[src/rtl/morse_key_decoder.sv]
// Morse key decoder: synchronizes a raw key, classifies presses as dot/dash by
// duration, and emits a letter index (0=A..25=Z) or an error strobe per letter.
module morse_key_decoder #(
  parameter int UNIT_CYCLES   = 1000,
  parameter int GLITCH_CYCLES = 4,
  parameter int CNT_W         = 16
) (
  input  logic       clk,
  input  logic       rst_n,
  input  logic       key_i,
  output logic [4:0] letter_o,
  output logic       valid_o,
  output logic       error_o,
  output logic       busy_o
);

  localparam logic [CNT_W-1:0] GLITCH_LEN = CNT_W'(GLITCH_CYCLES);
  localparam logic [CNT_W-1:0] DASH_LEN   = CNT_W'(2 * UNIT_CYCLES);
  localparam logic [CNT_W-1:0] GAP_END    = CNT_W'(3 * UNIT_CYCLES);
  localparam logic [CNT_W-1:0] CNT_MAX    = {CNT_W{1'b1}};

  typedef enum logic [1:0] {
    S_IDLE   = 2'd0,
    S_PRESS  = 2'd1,
    S_GAP    = 2'd2,
    S_DECODE = 2'd3
  } state_t;

  // Symbols sit in s[n-1:0], oldest in the highest used bit; returns {hit, index}.
  function automatic logic [5:0] f_decode(input logic [2:0] n, input logic [3:0] s);
    logic [5:0] res;
    res = 6'd0;
    case ({n, s})
      7'b001_0000: res = {1'b1, 5'd4};   // E .
      7'b001_0001: res = {1'b1, 5'd19};  // T -
      7'b010_0000: res = {1'b1, 5'd8};   // I ..
      7'b010_0001: res = {1'b1, 5'd0};   // A .-
      7'b010_0010: res = {1'b1, 5'd13};  // N -.
      7'b010_0011: res = {1'b1, 5'd12};  // M --
      7'b011_0000: res = {1'b1, 5'd18};  // S ...
      7'b011_0001: res = {1'b1, 5'd20};  // U ..-
      7'b011_0010: res = {1'b1, 5'd17};  // R .-.
      7'b011_0011: res = {1'b1, 5'd22};  // W .--
      7'b011_0100: res = {1'b1, 5'd3};   // D -..
      7'b011_0101: res = {1'b1, 5'd10};  // K -.-
      7'b011_0110: res = {1'b1, 5'd6};   // G --.
      7'b011_0111: res = {1'b1, 5'd14};  // O ---
      7'b100_0000: res = {1'b1, 5'd7};   // H ....
      7'b100_0001: res = {1'b1, 5'd21};  // V ...-
      7'b100_0010: res = {1'b1, 5'd5};   // F ..-.
      7'b100_0100: res = {1'b1, 5'd11};  // L .-..
      7'b100_0110: res = {1'b1, 5'd15};  // P .--.
      7'b100_0111: res = {1'b1, 5'd9};   // J .---
      7'b100_1000: res = {1'b1, 5'd1};   // B -...
      7'b100_1001: res = {1'b1, 5'd23};  // X -..-
      7'b100_1010: res = {1'b1, 5'd2};   // C -.-.
      7'b100_1011: res = {1'b1, 5'd24};  // Y -.--
      7'b100_1100: res = {1'b1, 5'd25};  // Z --..
      7'b100_1101: res = {1'b1, 5'd16};  // Q --.-
      default:     res = 6'd0;
    endcase
    return res;
  endfunction

  logic             r_sync1, r_sync2;
  state_t           r_state, w_state_nxt;
  logic [CNT_W-1:0] r_cnt, w_cnt_nxt, w_cnt_inc;
  logic [2:0]       r_nsym, w_nsym_nxt;
  logic [3:0]       r_sym, w_sym_nxt;
  logic             r_ovf, w_ovf_nxt;
  logic             r_from_gap, w_from_gap_nxt;
  logic [4:0]       r_letter, w_letter_nxt;
  logic             r_valid, w_valid_nxt;
  logic             r_error, w_error_nxt;
  logic             r_busy;
  logic             w_key_s;
  logic             w_dash;
  logic [5:0]       w_dec;

  assign w_key_s   = r_sync2;
  assign w_cnt_inc = (r_cnt == CNT_MAX) ? r_cnt : r_cnt + {{(CNT_W-1){1'b0}}, 1'b1};
  assign w_dash    = (r_cnt >= DASH_LEN);
  assign w_dec     = f_decode(r_nsym, r_sym);

  // Next-state, symbol collection and decode result.
  always_comb begin
    w_state_nxt    = r_state;
    w_cnt_nxt      = r_cnt;
    w_nsym_nxt     = r_nsym;
    w_sym_nxt      = r_sym;
    w_ovf_nxt      = r_ovf;
    w_from_gap_nxt = r_from_gap;
    w_letter_nxt   = r_letter;
    w_valid_nxt    = 1'b0;
    w_error_nxt    = 1'b0;
    case (r_state)
      S_IDLE: begin
        if (w_key_s) begin
          w_state_nxt    = S_PRESS;
          w_cnt_nxt      = {{(CNT_W-1){1'b0}}, 1'b1};
          w_from_gap_nxt = 1'b0;
        end else begin
          w_cnt_nxt = '0;
        end
      end
      S_PRESS: begin
        if (w_key_s) begin
          w_cnt_nxt = w_cnt_inc;
        end else if (r_cnt < GLITCH_LEN) begin
          w_state_nxt = r_from_gap ? S_GAP : S_IDLE;
          w_cnt_nxt   = '0;
        end else begin
          if (r_nsym == 3'd4) begin
            w_ovf_nxt = 1'b1;
          end else begin
            w_sym_nxt  = {r_sym[2:0], w_dash};
            w_nsym_nxt = r_nsym + 3'd1;
          end
          w_state_nxt = S_GAP;
          w_cnt_nxt   = {{(CNT_W-1){1'b0}}, 1'b1};
        end
      end
      S_GAP: begin
        if (w_key_s) begin
          w_state_nxt    = S_PRESS;
          w_cnt_nxt      = {{(CNT_W-1){1'b0}}, 1'b1};
          w_from_gap_nxt = 1'b1;
        end else if (r_cnt >= GAP_END) begin
          w_state_nxt = S_DECODE;
          w_cnt_nxt   = '0;
        end else begin
          w_cnt_nxt = w_cnt_inc;
        end
      end
      S_DECODE: begin
        if (w_dec[5] && !r_ovf) begin
          w_letter_nxt = w_dec[4:0];
          w_valid_nxt  = 1'b1;
        end else begin
          w_error_nxt = 1'b1;
        end
        w_sym_nxt      = 4'd0;
        w_nsym_nxt     = 3'd0;
        w_ovf_nxt      = 1'b0;
        w_from_gap_nxt = 1'b0;
        // A press starting during the decode cycle is counted from here.
        if (w_key_s) begin
          w_state_nxt = S_PRESS;
          w_cnt_nxt   = {{(CNT_W-1){1'b0}}, 1'b1};
        end else begin
          w_state_nxt = S_IDLE;
          w_cnt_nxt   = '0;
        end
      end
      default: begin
        w_state_nxt = S_IDLE;
        w_cnt_nxt   = '0;
      end
    endcase
  end

  // State, synchronizer, datapath and output registers.
  always_ff @(posedge clk) begin
    if (!rst_n) begin
      r_sync1    <= 1'b0;
      r_sync2    <= 1'b0;
      r_state    <= S_IDLE;
      r_cnt      <= '0;
      r_nsym     <= 3'd0;
      r_sym      <= 4'd0;
      r_ovf      <= 1'b0;
      r_from_gap <= 1'b0;
      r_letter   <= 5'd0;
      r_valid    <= 1'b0;
      r_error    <= 1'b0;
      r_busy     <= 1'b0;
    end else begin
      r_sync1    <= key_i;
      r_sync2    <= r_sync1;
      r_state    <= w_state_nxt;
      r_cnt      <= w_cnt_nxt;
      r_nsym     <= w_nsym_nxt;
      r_sym      <= w_sym_nxt;
      r_ovf      <= w_ovf_nxt;
      r_from_gap <= w_from_gap_nxt;
      r_letter   <= w_letter_nxt;
      r_valid    <= w_valid_nxt;
      r_error    <= w_error_nxt;
      r_busy     <= (w_state_nxt != S_IDLE);
    end
  end

  assign letter_o = r_letter;
  assign valid_o  = r_valid;
  assign error_o  = r_error;
  assign busy_o   = r_busy;

endmodule

[config.mk]
export PLATFORM = sky130hd
export DESIGN_NAME = morse_key_decoder
export DESIGN_NICKNAME = d
export VERILOG_FILES = /design/src/rtl/morse_key_decoder.sv
export SDC_FILE = /design/constraint.sdc
export NUM_CORES = 1
export LEC_CHECK = 0
export ABC_AREA = 1
export BUFFER_PORTS_ARGS = -buffer_cell sky130_fd_sc_hd__buf_2
export CORE_ASPECT_RATIO = 0.7
export CORE_UTILIZATION = 50
export CTS_CLUSTER_DIAMETER = 200
export DETAILED_ROUTE_END_ITERATION = 16
export GPL_ROUTABILITY_DRIVEN = 0
export PLACE_DENSITY = 0.67
export SKIP_LAST_GASP = 1
export SLEW_MARGIN = 20
export SYNTH_ARGS = -nofsm -noshare
export SYNTH_HDL_FRONTEND = slang
export SYNTH_SLANG_ARGS = --single-unit
[constraint.sdc]
create_clock -name clk -period 5 [get_ports clk]
set_input_delay 0.75 -clock clk [delete_from_list [all_inputs] [get_ports clk]]
set_output_delay 0.75 -clock clk [all_outputs]
set_load 0.02 [all_outputs]
==> metrics, run 1 <==
root buf cell=clkbuf_8; Pre-antenna DRT Iters=5; die area=0.005767 mm^2; unique cell type count in the Yosys netlist=40; top fanout value on the critical path=14; Initial Utilization=0.5195; Setup TNS=0 ps; clock power share=0.196; Clock Latency Late Sink=300 ps; max_cap viols=0; placeable core area=0.005258 mm^2; hold crit path type=reg2reg; Fin Hold WS=418.0 ps; # hold bufs at CTS=0; pre-CTS setup slack=2010 ps; net load switching power=0.6425 mW; final-report setup violation count=0; Leakage=1.308 nW; sequential share of power=0.313; final worst setup slack=1972 ps; first-pass GRT wire length=10.72 mm; synthesized instance count=390; post-synth top area cell=dfxtp_1; initial antenna violation count=0; EDFF count, synth=0; CTS tree=done; DR DRC count=0; I/O pins=11; CP Capture Type=flop; Post-Layout Cell Count=469; post-CTS sizing=0; Clock Tree Buf Depth=2; required time of the critical path=5190 ps; total power=1.401 mW; number of port buffers=10; Setup crit start kind=flop; routed len/inst=12.98 um; CTS sink count=43; post-route ant nets=0; FP Rows=22; DP HPWL=4.640 mm; synthesized area=0.002731 mm^2; placed cells=461; Layout area overhead=6.047%; final hold violations=0; WP data arrival=3210 ps; Detailed Route Iter0 Violations=245; Async S/R FF share, synth=0; Post-CTS Setup Inserts=0; Int Pwr=0.7582 mW; CTS buffer count=5; sequential element share of the synthesized area=0.3152; combinational share of power=0.491; commonest cells after routing, fill and taps aside=nand2_1 (83), inv_1 (48), nor2_1 (46); die height=63.84 um; post-synth top area share=0.3152; Worst VDD drop=0.1914 mV; vias in the first global route=2172; most common cell after layout, fill and taps aside=nand2_1; kind of critical path=reg2reg; largest net degree at the start of global routing=19; max-slew violation count=0; Fmax=330.3 MHz; worst clock skew=5.095 ps; Synth Net Count=404; die width=90.34 um; Slew Limit Headroom=0.6455; predominant post-synthesis flop cell=dfxtp_1; final worst-path cycle share=0.6056; ANT cells=0; FF+latch count, synth=43; status=complete, no violations; Avg Cell Area, Syn=7.004 um^2; total number of vias=2436; Total GRT Usage=0.2343; CTS clk-pin slew, worst paths=90 ps; measured slew at the worst slew-check pin=531.6 ps; GRT overflow=0; Total Routed Length=6.088 mm; minimum clock period=3028 ps; RSZ-0062 raised after global routing=false; synth top area cells=dfxtp_1 (32%), nand2_1 (11%), inv_1 (6.6%); layout cell share with drive strength beyond 1=0.1486; Power Density=483.6 mW/mm^2; Sw Ratio=0.4587; synth warn=0; vias per inst=5.194; fillcell total=519; # H-tree levels=2; Nets=410
## through the flow
step	util	area [um^2]
2_1_floorplan	-	2731
3_3_place_gp	0.5295	2784
3_5_place_dp	0.5295	2784
4_1_cts	0.5509	2897
5_1_grt	0.5509	2897
6_report	0.5509	2897
## metal layers
layer  global-route usage  vias to the layer above  share of wire
met4              0.05645                        0         0.0049
met2               0.3082                       68           0.36
met5                    0                        -              0
met1               0.3753                     1090           0.57
met3              0.04762                        2          0.065
li1                     -                     1276              -
## final timing paths
check / start / end / slack (ps) / depth (start not counted)
min reg2reg: r_sync1$_SDFF_PN0_ / r_sync2$_SDFF_PN0_ / 420 / 2
max reg2reg: r_state[0]$_SDFF_PN0_ / w_dec[1]$_DFF_P_ / 1970 / 12
max: r_state[0]$_SDFF_PN0_ / w_dec[1]$_DFF_P_ / 1970 / 12
min: r_sync1$_SDFF_PN0_ / r_sync2$_SDFF_PN0_ / 420 / 2
## state kept, by name, indices dropped and copies added, names as in the netlist
signal and cells:
r_state 2, r_nsym 3, valid_o 1, r_ovf 1, busy_o 1, letter_o 5, w_dec 6, r_from_gap 1
r_sym 4, r_cnt 16, r_sync2 1, r_sync1 1, error_o 1
## cell usage after synthesis (4+ instances only)
master	n
nor2_1	46
nor3_1	10
dfxtp_1	43
nor2_2	4
nand4_2	4
nand3_1	35
xor2_1	4
nand4_1	14
nand2_1	83
nand2_2	8
inv_2	6
nand2_4	5
o21ai_0	12
a21oi_1	16
ha_1	11
inv_1	48
## power by group through the flow
| stage | clock (mW) | sequential, mW | combinational [mW] |
|---|---|---|---|
| floorplan | 0 | 0.439 | 0.582 |
| global placement | 0 | 0.446 | 0.669 |
| detailed placement | 0 | 0.446 | 0.673 |
| CTS | 0.280 | 0.438 | 0.678 |
| global route | 0.295 | 0.445 | 0.775 |
| finish | 0.274 | 0.439 | 0.688 |
## worst max-delay path, cell delays in order (launching register included)
cell and delay, ps:
dfxtp_1 450, ha_1 500, inv_2 130, o21ai_2 460, nand3_2 380, nor2_2 330
nor2_8 80, ha_1 280, inv_1 30, nand2_1 70, nand2_1 60, nand3_1 70
nand3_1 70
## logic make-up (layout without fill, tap and decap cells)
| kind of cell | Yosys count | count (layout) | share of synthesized area |
|---|---|---|---|
| and+or+nand+nor | 222 | 222 | 0.4164 |
| buffers and inverters | 66 | 73 | 0.1076 |
| AOI/OAI and AO/OA | 43 | 43 | 0.09437 |
| DFF | 43 | 43 | 0.3152 |
| adders and majority gates | 11 | 11 | 0.05039 |
| xor gates and xnor gates | 5 | 5 | 0.01603 |
## final cells by class
class | count | area (um^2) | area share
repair buffers | 10 | 50.05 | 0.01728
clock inverters | 3 | 43.79 | 0.01512
multi-input cells | 281 | 1577 | 0.5443
well taps | 72 | 90.09 | 0.03110
flip-flops and latches | 43 | 860.8 | 0.2972
clock buffers | 5 | 68.82 | 0.02376
inverters | 55 | 206.4 | 0.07127
Power figures use the tool's default switching activity.
==> run 2: changes to the inputs <==
ABC_AREA = 0   (was 1)
clock period = 3 ns   (was 5 ns; I/O delays follow)
==> metrics, run 2 <==
status=complete, no violations; worst clock skew=9.347 ps (+4.251 ps); Power Density=367.0 mW/mm^2 (-24%); measured slew at the worst slew-check pin=595.4 ps (+63.73 ps); Synth top cells by count=dfxtp_1 (43), nor2_1 (30), nand2_1 (18); placeable core area=0.004835 mm^2 (-8.0%); ANT cells=0 (unchanged); Pre-antenna DRT Iters=4 (-1); RSZ-0062 raised after global routing=false; EDFF count, synth=0 (unchanged); synth warn=0 (unchanged); CP Capture Type=flop; FF+latch count, synth=43 (unchanged); Detailed Route Iter0 Violations=230 (-6.1%); I/O pins=11 (unchanged); CTS buffer count=5 (unchanged); FP Rows=21 (-4.5%); Total Routed Length=5.703 mm (-6.3%); Clock Tree Buf Depth=2 (unchanged); Total GRT Usage=0.2314 (-0.002814); Async S/R FF share, synth=0 (unchanged); post-synth top area cell=dfxtp_1; Reg2Reg Setup Slack=180 ps (-1790 ps); Setup crit start kind=flop; minimum clock period=2822 ps (-205.8 ps); sequential cell area=860.8 um^2 (unchanged); Worst VDD drop=0.2028 mV (+6.0%); kind of critical path=reg2reg; Post-CTS Setup Inserts=0 (unchanged); initial antenna violation count=0 (unchanged); GRT overflow=0 (unchanged); final hold violations=0 (unchanged); CTS tree=done; worst r2r dst=w_dec[1]$_DFF_P_; most common cell after layout, fill and taps aside=dfxtp_1; commonest cells after routing, fill and taps aside=dfxtp_1 (43), nor2_1 (30), nand2_1 (18); first-pass GRT wire length=9.439 mm (-12%); routed len/inst=15.13 um (+17%); max_cap viols=0 (unchanged); Hold Crit Endpoint=r_sync1$_SDFF_PN0_; Layout area overhead=8.957%; WP data arrival=3010 ps (-200 ps); Synth Net Count=309 (-24%); fillcell total=461 (-11%); final-report setup violation count=0 (unchanged); total power=1.022 mW (-27%); Initial Utilization=0.5287 (+0.009212); Avg Cell Area, Syn=8.665 um^2 (+24%); Setup TNS=0 ps (unchanged); required time of the critical path=3190 ps (-2000 ps); Nets=321 (-22%); max FFs per register=16 (unchanged); Leakage=1.071 nW (-18%); hold path cells=2 (unchanged); Util after Layout=0.5761 (+0.02516); Top reg by flops=r_cnt; HP Start=key_i; DR DRC count=0 (unchanged); area occupied by multi-input gates=0.001549 mm^2 (-1.7%); Fmax=354.4 MHz (+7.3%); Worst Reg2Reg Path Length in Cells=10 (-2); CTS sink count=43 (unchanged); die width=87.46 um (-3.2%); vias per inst=5.756 (+11%); synthesized area=0.002556 mm^2 (-6.4%); hold crit path type=in2reg; most frequent cell after synthesis=dfxtp_1; Fin Hold WS=357.1 ps (-60.88 ps); post-synth top area share=0.3368 (+0.02160); Clock Latency Late Sink=300 ps (about the same); post-route ant nets=0 (unchanged); origin of the critical flop-to-flop path=r_nsym[0]$_SDFFE_PN0N_; DP HPWL=4.110 mm (-11%); predominant post-synthesis flop cell=dfxtp_1; final worst-path cycle share=0.9407 (+0.3351); top fanout value on the critical path=9 (-5); synthesized instance count=295 (-24%); max-slew violation count=0 (unchanged); largest net degree at the start of global routing=16 (-3); total number of vias=2170 (-11%); die height=61.82 um (-3.2%); unique cell type count in the Yosys netlist=67 (+68%); # H-tree levels=2 (unchanged); synth top area cells=dfxtp_1 (34%), ha_1 (5.4%), nor2_1 (4.4%); layout cell share with drive strength beyond 1=0.1688 (+0.02022); vias in the first global route=1803 (-17%); root buf cell=clkbuf_8; sequential element share of the synthesized area=0.3368 (+0.02160); Slew Limit Headroom=0.6022 (-0.04329); CTS clk-pin slew, worst paths=90 ps (about the same); number of port buffers=10 (unchanged); die area=0.005407 mm^2 (-6.2%)
==> run 2: cell count changes in the layout (fill, tap and decap cells not counted), sizes merged, moves of 8 or more <==
cell	change
nand3	-24
inv	-35
buf	+8
nor2	-24
mux2i	+8
nand4	-10
nand2	-78
==> run 2: metrics by stage <==
stage / setup slack [ps] / instance area (um^2) / std cells
final: 178.0 / 2785 / 377
after global routing: 20.41 / 2785 / 377
after CTS: 201.6 / 2784 / 377
after detailed placement: 240.3 / 2684 / 369
after global placement: 227.3 / 2684 / 369
after floorplan: 415.5 / 2556 / 295
==> run 2: worst max-delay path, cell delays in order, from the launching register on <==
cell and delay (ps):
dfxtp_1 470, inv_1 120, ha_1 240, nand2_1 130
nand3_1 160, or4_4 500, o22ai_4 320, ha_1 290
nor2_1 140, o21ai_0 90, a32o_1 260
==> run 2: worst max-delay path by stage <==
| stage | start | cells after the start | end | slack (ps) |
|---|---|---|---|---|
| floorplan | r_state[0]$_SDFF_PN0_ | 10 | w_dec[1]$_DFF_P_ | 420 |
| global placement | r_state[0]$_SDFF_PN0_ | 9 | w_dec[4]$_DFF_P_ | 230 |
| detailed placement | r_nsym[0]$_SDFFE_PN0N_ | 10 | w_dec[1]$_DFF_P_ | 240 |
| CTS | r_state[0]$_SDFF_PN0_ | 9 | w_dec[4]$_DFF_P_ | 200 |
| global route | r_nsym[0]$_SDFFE_PN0N_ | 10 | w_dec[1]$_DFF_P_ | 20 |
| finish | r_nsym[0]$_SDFFE_PN0N_ | 10 | w_dec[1]$_DFF_P_ | 180 |
==> run 2: metal layers <==
metal | track usage | up-vias | part of all wire
met1 | 0.3693 | 1001 | 0.56
met4 | 0.05621 | 0 | 0.0072
met3 | 0.04359 | 5 | 0.055
li1 | - | 1103 | -
met2 | 0.3125 | 61 | 0.38
met5 | 0 | - | 0
==> run 2: cell type report <==
type                            instances  share of cell area
Clock buffer                            8             0.03594
Multi-Input combinational cell        219              0.5562
Inverter                               20             0.02830
Tap cell                               69             0.03100
Sequential cell                        43              0.3091
Timing Repair Buffer                   18             0.03953
==> run 2: cell families (layout without fill, tap and decap cells) <==
group,Yosys count,count (layout),synth area share
and+or+nand+nor,114,114,0.2501
AOI/OAI and AO/OA,74,74,0.2242
DFF,43,43,0.3368
buffers and inverters,33,46,0.05776
xor gates and xnor gates,12,12,0.04112
adders and majority gates,11,11,0.05384
muxes,8,8,0.03622
==> run 2: power by group <==
group	switching [mW]	leakage [nW]	internal [mW]
Clock	0.201	0.0515	0.210
Sequential	0.00360	0.347	0.573
Combinational	0.0216	0.672	0.0121
Total	0.226	1.07	0.796
==> run 2: repair_timing <==
item,4_1_cts,5_1_grt
endpoints found under the setup margin,0,2
hold buffers,0,0
resized for setup,0,1
==> run 3: changes to the inputs <==
ABC_AREA = default   (was 0)
PLACE_DENSITY = 0.68   (was 0.67)
TNS_END_PERCENT = 1   (was default)
==> metrics, run 3 (synthesis gave the netlist of run 2 again) <==
status=complete, no violations; worst clock skew=6.949 ps (-2.398 ps); required time of the critical path=3190 ps (about the same); Worst VDD drop=0.2273 mV (+12%); ANT cells=0 (unchanged); DR DRC count=0 (unchanged); Clock Latency Late Sink=290 ps (about the same); CTS sink count=43 (unchanged); fillcell total=453 (-1.7%); first-pass GRT wire length=9.114 mm (-3.4%); Clock Tree Buf Depth=2 (unchanged); vias in the first global route=1880 (+4.3%); post-route ant nets=0 (unchanged); pre-CTS setup slack=209.0 ps (-31.27 ps); Reg2Reg Setup Slack=130 ps (-50 ps); placeable core area=0.004835 mm^2 (unchanged); Slew Limit Headroom=0.6474 (+0.04517); Total Routed Length=5.492 mm (-3.7%); most common cell after layout, fill and taps aside=dfxtp_1; total power=1.081 mW (+5.7%); FP Rows=21 (unchanged); # hold bufs at CTS=0 (unchanged); placed cells=370 (+0.27%); number of port buffers=10 (unchanged); Pre-antenna DRT Iters=4 (unchanged); minimum clock period=2872 ps (+49.60 ps); RSZ-0062 raised after global routing=false; CP Capture Type=flop; final worst-path cycle share=0.9572 (+0.01653); initial antenna violation count=0 (unchanged); routed len/inst=14.53 um (-4.0%); I/O pins=11 (unchanged); max_cap viols=0 (unchanged); # H-tree levels=2 (unchanged); dpl cell area=0.002691 mm^2 (+0.28%); Fmax=348.2 MHz (-1.7%); Layout area overhead=9.937%; CTS clk-pin slew, worst paths=80 ps (about the same); die area=0.005407 mm^2 (unchanged); die height=61.82 um (unchanged); hold path cells=2 (unchanged); total number of vias=2170 (unchanged); root buf cell=clkbuf_8; Leakage=1.086 nW (+1.4%); Setup TNS=0 ps (unchanged); GRT overflow=0 (unchanged); kind of critical path=reg2reg; Hold Crit Endpoint=r_sync1$_SDFF_PN0_; origin of the critical flop-to-flop path=r_nsym[0]$_SDFFE_PN0N_; die width=87.46 um (unchanged); top fanout value on the critical path=9 (unchanged); DP HPWL=4.046 mm (-1.6%); Setup crit start kind=flop; commonest cells after routing, fill and taps aside=dfxtp_1 (43), nor2_1 (30), nand2_1 (18); Fin Hold WS=369.3 ps (+12.22 ps); Post-CTS Setup Inserts=0 (unchanged); Total GRT Usage=0.2188 (-0.01262); WP data arrival=3060 ps (+50 ps); fin area=0.002810 mm^2 (+0.90%); measured slew at the worst slew-check pin=527.6 ps (-67.74 ps); Top reg by flops=r_cnt; HP Start=key_i; worst r2r dst=w_dec[1]$_DFF_P_; first element of the critical path=r_nsym[0]$_SDFFE_PN0N_; Initial Utilization=0.5287 (unchanged); CTS buffer count=5 (unchanged); Util after Layout=0.5813 (+0.005176); hold crit path type=in2reg; largest net degree at the start of global routing=16 (unchanged); Post-Layout Cell Count=378 (+0.27%); final worst setup slack=128.4 ps (-49.60 ps); max-slew violation count=0 (unchanged); final-report setup violation count=0 (unchanged); layout cell share with drive strength beyond 1=0.1748 (+0.005926); CTS tree=done; vias per inst=5.741 (-0.26%); Worst Reg2Reg Path Length in Cells=10 (unchanged); Detailed Route Iter0 Violations=103 (-55%); final hold violations=0 (unchanged); Power Density=384.6 mW/mm^2 (+4.8%); max FFs per register=16 (unchanged); Nets=322 (+0.31%)
-- run 3: layout make-up --
cell class / count / area, um^2 / area share
multi-input combinational: 219 / 1549 / 0.5512
sequential: 43 / 860.8 / 0.3063
timing repair buffer: 19 / 117.6 / 0.04185
tap: 69 / 86.33 / 0.03072
clock buffer: 6 / 82.58 / 0.02939
inverter: 20 / 78.83 / 0.02805
clock inverter: 2 / 35.03 / 0.01247
-- run 3: worst max-delay path, cell delays in order, from the launching register on --
cell,delay [ps]
dfxtp_1,490
inv_1,120
ha_1,240
nand2_1,140
nand3_1,150
or4_4,490
o22ai_4,340
ha_1,300
nor2_1,150
o21ai_0,100
a32o_1,260
-- run 3: repair_timing --
item                                    4_1_cts  5_1_grt
hold endpoints to repair                      0        0
resized for setup                             0        1
endpoints found under the setup margin        0        1
-- run 3: power breakdown --
group / switching (mW) / internal (mW) / leakage, nW
clock: 0.200 / 0.269 / 0.0612
sequential: 0.00367 / 0.573 / 0.347
combinational: 0.0215 / 0.0128 / 0.678
total: 0.225 / 0.856 / 1.09
-- run 3: worst max-delay path by stage --
stage,end,slack (ps)
CTS,w_dec[1]$_DFF_P_,190
finish,w_dec[1]$_DFF_P_,130
floorplan,w_dec[1]$_DFF_P_,420
global placement,w_dec[1]$_DFF_P_,230
global route,w_dec[1]$_DFF_P_,30
detailed placement,w_dec[1]$_DFF_P_,210
-- run 3: layer usage --
layer / track usage / vias to the layer above / part of all wire
met5: 0 / - / 0
met4: 0.06792 / 0 / 0.0078
li1: - / 1107 / -
met3: 0.04624 / 4 / 0.057
met1: 0.3277 / 1000 / 0.55
met2: 0.3125 / 59 / 0.39
